File: config.mk
export PLATFORM = sky130hd
export DESIGN_NAME = shifter
export DESIGN_NICKNAME = d
export VERILOG_FILES = /design/src/rtl/shifter_pkg.sv /design/src/rtl/shift_right.sv /design/src/rtl/shifter.sv
export SDC_FILE = /design/constraint.sdc
export NUM_CORES = 1
export LEC_CHECK = 0
export BUFFER_PORTS_ARGS = -buffer_cell sky130_fd_sc_hd__buf_2
export CORE_MARGIN = 4
export CORE_UTILIZATION = 59
export DETAILED_ROUTE_END_ITERATION = 8
export PLACE_DENSITY = 0.86
export SETUP_SLACK_MARGIN = 0.4
export SYNTH_ARGS = -nofsm -noshare
export SYNTH_HDL_FRONTEND = slang
export SYNTH_SLANG_ARGS = --single-unit
File: constraint.sdc
create_clock -name clk -period 1.05 [get_ports clk]
set_clock_uncertainty 0.1 [all_clocks]
set_input_delay 0.1575 -clock clk [delete_from_list [all_inputs] [get_ports clk]]
set_output_delay 0.1575 -clock clk [all_outputs]
set_load 0.01 [all_outputs]
File: src/rtl/shifter_pkg.sv
// Shared constants for the shifter: opcode encodings of S and the default data width.
package shifter_pkg;

    localparam int DATA_LENGTH_DEF = 32;

    localparam logic [1:0] OP_LSL = 2'b00;
    localparam logic [1:0] OP_ROR = 2'b01;
    localparam logic [1:0] OP_LSR = 2'b10;
    localparam logic [1:0] OP_ASR = 2'b11;

endpackage : shifter_pkg

File: src/rtl/shift_right.sv
// Combinational log2(DATA_LENGTH)-stage right barrel shifter with a fill bit.
// Rotate support (wrapped bits per stage) is present only when SHIFTER_ROTATE_EN is defined.
module shift_right #(
    parameter int DATA_LENGTH = 32
) (
    input  logic                           IR,
`ifdef SHIFTER_ROTATE_EN
    input  logic                           rot,
`endif
    input  logic [$clog2(DATA_LENGTH)-1:0] shift,
    input  logic [DATA_LENGTH-1:0]         B,
    output logic [DATA_LENGTH-1:0]         H
);

    localparam int STAGES = $clog2(DATA_LENGTH);

    logic [DATA_LENGTH-1:0] stg [0:STAGES];

    assign stg[0] = B;

    // Stage k moves the word right by 2**k; vacated MSBs take the fill or the wrapped LSBs.
    for (genvar k = 0; k < STAGES; k++) begin : g_stage
        localparam int AMT = 1 << k;
        logic [AMT-1:0] fill;
`ifdef SHIFTER_ROTATE_EN
        assign fill = rot ? stg[k][AMT-1:0] : {AMT{IR}};
`else
        assign fill = {AMT{IR}};
`endif
        assign stg[k+1] = shift[k] ? {fill, stg[k][DATA_LENGTH-1:AMT]} : stg[k];
    end

    assign H = stg[STAGES];

endmodule : shift_right

File: src/rtl/shifter.sv
// Registered shifter: LSL/ROR/LSR/ASR built on one right barrel shifter, result one cycle after in_valid.
// SHIFTER_ROTATE_EN enables S=01 rotate right; otherwise S=01 behaves as LSL.
module shifter
    import shifter_pkg::*;
#(
    parameter int DATA_LENGTH = DATA_LENGTH_DEF
) (
    input  logic                           clk,
    input  logic                           rst_n,
    input  logic                           in_valid,
    input  logic [1:0]                     S,
    input  logic [$clog2(DATA_LENGTH)-1:0] shift,
    input  logic [DATA_LENGTH-1:0]         B,
    output logic [DATA_LENGTH-1:0]         H,
    output logic                           out_valid
);

    // Valid-only handshake: every cycle with in_valid=1 is accepted (no ready, no stall);
    // out_valid pulses for exactly the cycle after, while H holds its value otherwise.

    logic                   is_left;
    logic                   fill;
`ifdef SHIFTER_ROTATE_EN
    logic                   rot;
`endif
    logic [DATA_LENGTH-1:0] core_in;
    logic [DATA_LENGTH-1:0] core_out;
    logic [DATA_LENGTH-1:0] h_next;

    always_comb begin
        is_left = (S == OP_LSL);
`ifdef SHIFTER_ROTATE_EN
        rot     = (S == OP_ROR);
`else
        is_left = is_left | (S == OP_ROR);
`endif
        fill    = (S == OP_ASR) & B[DATA_LENGTH-1];
    end

    // Left shift = reverse, shift right with zero fill, reverse back.
    always_comb begin
        core_in = B;
        for (int i = 0; i < DATA_LENGTH; i++) begin
            core_in[i] = is_left ? B[DATA_LENGTH-1-i] : B[i];
        end
    end

    shift_right #(
        .DATA_LENGTH(DATA_LENGTH)
    ) u_shift_right (
        .IR    (fill),
`ifdef SHIFTER_ROTATE_EN
        .rot   (rot),
`endif
        .shift (shift),
        .B     (core_in),
        .H     (core_out)
    );

    always_comb begin
        h_next = core_out;
        for (int i = 0; i < DATA_LENGTH; i++) begin
            h_next[i] = is_left ? core_out[DATA_LENGTH-1-i] : core_out[i];
        end
    end

    always_ff @(posedge clk or negedge rst_n) begin
        if (!rst_n) begin
            H         <= '0;
            out_valid <= 1'b0;
        end else begin
            out_valid <= in_valid;
            if (in_valid) begin
                H <= h_next;
            end
        end
    end

endmodule : shifter

==> flow_metrics.tcl, run 1 <==
set metrics [dict create \
    synthTopCellsByArea "mux4_2 20%, dfrtp_1 18%, mux2i_1 9.0%, mux2_2 6.0%, nand2_1 5.0%" \
    ys_ff_latch 33 \
    cts-htree-levels 2 \
    num_rows 32 \
    status "stopped before the end" \
    netlist_area_sq_um 4680 \
    synth_top_flop_cell "dfrtp_1" \
    gp_congestion 1.17 \
    num_io_pins 75 \
    synth_cell_types 65 \
    cts_made_buffers 5 \
    stop_stage "global routing (5_1_grt)" \
    synth_cells 528 \
    io_buffer_count 74 \
    synth_edf_count 0 \
    grt-ovfl-total 850 \
    numClockSinks 33 \
    hpwl_um 17000 \
    async_flop_share 1.00 \
    yosysWarnings 0 \
    synth-seq-area-share 0.177 \
    synth_top_cell_area_share 0.197 \
    die_width_um 97.0 \
    flow.first_error "[ERROR GRT-0232] Routing congestion too high. Check the congestion heatmap in the GUI." \
    clockBufferDepth 2 \
    grt_max_degree 34 \
    grt_usage 1.03 \
    cts_root_buffer "clkbuf_8" \
    die_y_um 97.0 \
    synth_largest_area_cell "mux4_2" \
    start_util 0.605 \
    syn-num-nets 570 \
    synth.avg_cell_area_sq_um 8.86 \
]
==> cell usage after synthesis (5+ instances only) <==
master and instances:
a211o_1 5, and3_1 5, a22oi_1 11, o22ai_1 8, o221ai_1 5, mux2_2 25
dfrtp_1 33, o211ai_1 13, mux4_2 41, a211oi_1 6, a21oi_1 33, inv_1 7
clkbuf_1 22, a31oi_1 6, nand2_1 62, and2_1 7, nand3_1 10, nand2b_1 6
buf_2 8, o21ai_0 15, a221oi_1 6, nor3_1 7, mux2i_1 42, nor2_1 51
buf_1 6, a32oi_1 8
==> metal layers <==
metal,track usage,GRT overflow
met5,0.621,3
met4,1.18,276
met3,0.881,17
met2,1.25,546
met1,0.910,8
==> metrics by stage <==
stage | hold WS, ns | cell area (sq um) | std cells | TNS (ns) | setup slack (ns)
2_1_floorplan | -0.238 | 4800 | 528 | -33.52 | -1.19
3_3_place_gp | 0.0234 | 6410 | 841 | -39.97 | -1.40
3_5_place_dp | 0.0274 | 6410 | 841 | -43.22 | -1.48
4_1_cts | 0.142 | 7070 | 876 | -27.82 | -0.954
==> kinds of logic after synthesis <==
kind of cell           after synthesis  share of synthesized area
buffers and inverters               57                     0.0629
XOR/XNOR                             1                    0.00187
flip-flops                          33                      0.177
multiplexers                       110                      0.352
AO/OA/AOI/OAI                      161                      0.247
AND/OR/NAND/NOR                    166                      0.159
==> what timing repair did <==
action | in CTS
gates resized for setup | 82
pin swaps | 18
hold buffers | 1
endpoints found under the setup margin | 65
setup buffers | 23
hold endpoints to repair | 33
cloned | 3
==> run 2, diff against run 1 <==
Settings changed: CORE_UTILIZATION 59 to 40, PLACE_DENSITY 0.86 to not set, PLACE_DENSITY_LB_ADDON set to 0.15, SETUP_SLACK_MARGIN 0.4 to not set.
==> run 2 against run 1 <==
Effect of this change:
- the flow now finishes, with violations (negative setup slack)
- synthesized area stayed put
- synthesized cell count stayed put
==> flow_metrics.tcl, run 2 <==
set metrics [dict create \
    synth.most_common_cell "nand2_1" \
    drt_iter0_drc 528 \
    cts_tree "built" \
    wire_per_inst_um 22.9 \
    final_antenna_net_count 0 \
    synthTopCellsByArea "mux4_2 20%, dfrtp_1 18%, mux2i_1 9.0%, mux2_2 6.0%, nand2_1 5.0%" \
    cts_made_buffers 5 \
    insertion_delay_ns 0.28 \
    drt-pass1-iter-count 6 \
    synth.avg_cell_area_sq_um 8.86 \
    syn-num-nets 570 \
    routed_via_density 6.28 \
    clockBufferDepth 2 \
    antenna_found_initial 0 \
    timing.final.max_slew_violations 0 \
    gp_congestion 1.00 \
    core_area_sq_um 11400 \
    grt_max_degree 34 \
    worstMarginPinSlew_ns 0.528 \
    clk_pin_slew_worst_paths_ns 0.06 \
    synth_compound_area_frac 0.247 \
    worstReg2RegStart "H[25]" \
    die_width_um 116 \
    num_vias 6018 \
    hpwl_um 16100 \
    cp.required_ns 1.11 \
    maxCapViolCount 0 \
    rsz0062_at_grt "yes" \
    cp_max_fo 6 \
    synth_top_cell_area_share 0.197 \
    netlist_area_sq_um 4680 \
    grt_usage 0.312 \
    wl_um 21900 \
    grt-ovfl-total 0 \
    nNetsFinal 856 \
    drc_errors 0 \
    ff2ff_path_depth 3 \
    synth_edf_count 0 \
    grt_pass1_vias 5871 \
    drive_above_1_share 0.606 \
    diodes 0 \
    final_cell_mix "215 x buf_4, 69 x buf_2, 57 x nand2_1, 41 x nor2_1, 41 x mux4_2" \
    final_hold_viol_count 0 \
    num_io_pins 75 \
    synth_common_cells "62 x nand2_1, 51 x nor2_1, 42 x mux2i_1, 41 x mux4_2" \
    period_minus_slack_ns 2.06 \
    cts-htree-levels 2 \
    yosysWarnings 0 \
    setup_slack_ns -1.01 \
    r2r_end "H[25]" \
    hold_depth 2 \
    hold_path_startpoint "in_valid" \
    fmax_ghz 0.486 \
    synth_top_family_by_area "multiplexers" \
    synth-simple-area-share 0.159 \
    largest-register "H" \
    cp.arrival_ns 2.12 \
    synth_cell_types 65 \
    dp_slack_ns -1.41 \
    status "finished, violations left" \
    final_common_cell "buf_4" \
    critical_path_class "input pin to flop" \
    cts_root_buffer "clkbuf_16" \
    syn_to_final_growth_pct 71.5 \
    numClockSinks 33 \
    ys_ff_latch 33 \
    synth-seq-area-share 0.177 \
    whs_ns 0.200 \
    synthAdderAreaFrac 0 \
    fin_crit_sh 1.96 \
    synth_largest_area_cell "mux4_2" \
    crit_path_end_kind "flop" \
    final_cells 958 \
    setup_violations 50 \
    hp-class "input pin to flop" \
    hold_end "out_valid" \
    die_y_um 116 \
    largest_register_ffs 32 \
    synth_cells 528 \
    io_buffer_count 74 \
    violations "negative setup slack" \
    die_area_sq_um 13500 \
    dp.cells 900 \
    cellPowerDensity_nw_per_um2 956 \
    cp-start-kind "input pin" \
    maxSlewHeadroom 0.647 \
    r2r_setup_slack_ns 0.01 \
    start_util 0.410 \
    p_leak_uw 0.00354 \
    synth_top_flop_cell "dfrtp_1" \
    ir_worst_vdd_mv 0.822 \
    grt_pass1_wl_um 32500 \
    muxShareOfSynthArea 0.352 \
    num_rows 39 \
    top_regs "H x32, out_valid x1" \
    async_flop_share 1.00 \
    synth_xor_area_frac 0.00187 \
]
==> run 2: through the flow <==
stage | area [sq um] | total power, uW | TNS [ns] | util
after detailed placement | 6650 | 4990 | -41.86 | 0.582
after global routing | 8020 | 8000 | -29.84 | 0.703
after floorplan | 4800 | 3360 | -33.52 | -
final | 8020 | 7670 | -28.01 | 0.703
after global placement | 6650 | 4950 | -40.81 | 0.582
after CTS | 7540 | 7230 | -27.19 | 0.661
==> run 2: cell families (layout without fill, tap and decap cells) <==
kind of cell | after synthesis | count (layout)
AND/OR/NAND/NOR | 166 | 166
AO/OA/AOI/OAI | 161 | 161
multiplexers | 110 | 110
buffers and inverters | 57 | 344
flip-flops | 33 | 33
XOR/XNOR | 1 | 1
==> run 2: what timing repair did <==
action | CTS | global route
endpoints found under the hold margin | 33 | 0
gates cloned | 4 | 2
hold buffers | 1 | 0
pin swaps | 23 | 32
resized for setup | 83 | 75
setup buffers | 31 | 13
setup endpoints to repair | 62 | 64
==> run 2: worst max path at each step <==
stage | slack [ns] | start | to
3_5_place_dp | -1.41 | shift[0] | H[8]
2_1_floorplan | -1.19 | shift[0] | H[15]
5_1_grt | -1.01 | shift[0] | H[8]
6_report | -1.01 | shift[0] | H[0]
3_3_place_gp | -1.37 | shift[0] | H[8]
4_1_cts | -0.97 | shift[0] | H[0]
==> run 2: critical path, cell delays in order <==
cell and delay (ns):
buf_16 0.12, mux2_4 0.30, mux4_2 0.52, mux4_2 0.55, and3_4 0.18, o32a_1 0.28
==> run 2: layout make-up <==
| cell class | instances | area (sq um) |
|---|---|---|
| multi-input cells | 438 | 4170 |
| fillers | 865 | 3390 |
| repair buffers | 324 | 2620 |
| flip-flops and latches | 33 | 826 |
| well taps | 143 | 179 |
| clock buffers | 7 | 143 |
| inverters | 12 | 50.0 |
| clock inverters | 1 | 30.0 |
==> run 2: layer usage <==
metal  GRT usage  wire length [um]  part of all wire  vias up
li1            -                 -                 -     2650
met2       0.499             10300              0.47      351
met5           0                 0                 0        -
met4      0.0905               637             0.029        0
met3      0.0694              2100             0.096       56
met1       0.427              8910              0.41     2961
==> run 2: report_power, final <==
group          internal [uW]  leakage, uW  switching [uW]  total [uW]
sequential              1450     0.000403            96.9        1550
clock                   1190    0.0000841             574        1760
combinational           2250      0.00305            2110        4360
total                   4890      0.00354            2780        7670
Power figures use the tool's default switching activity.
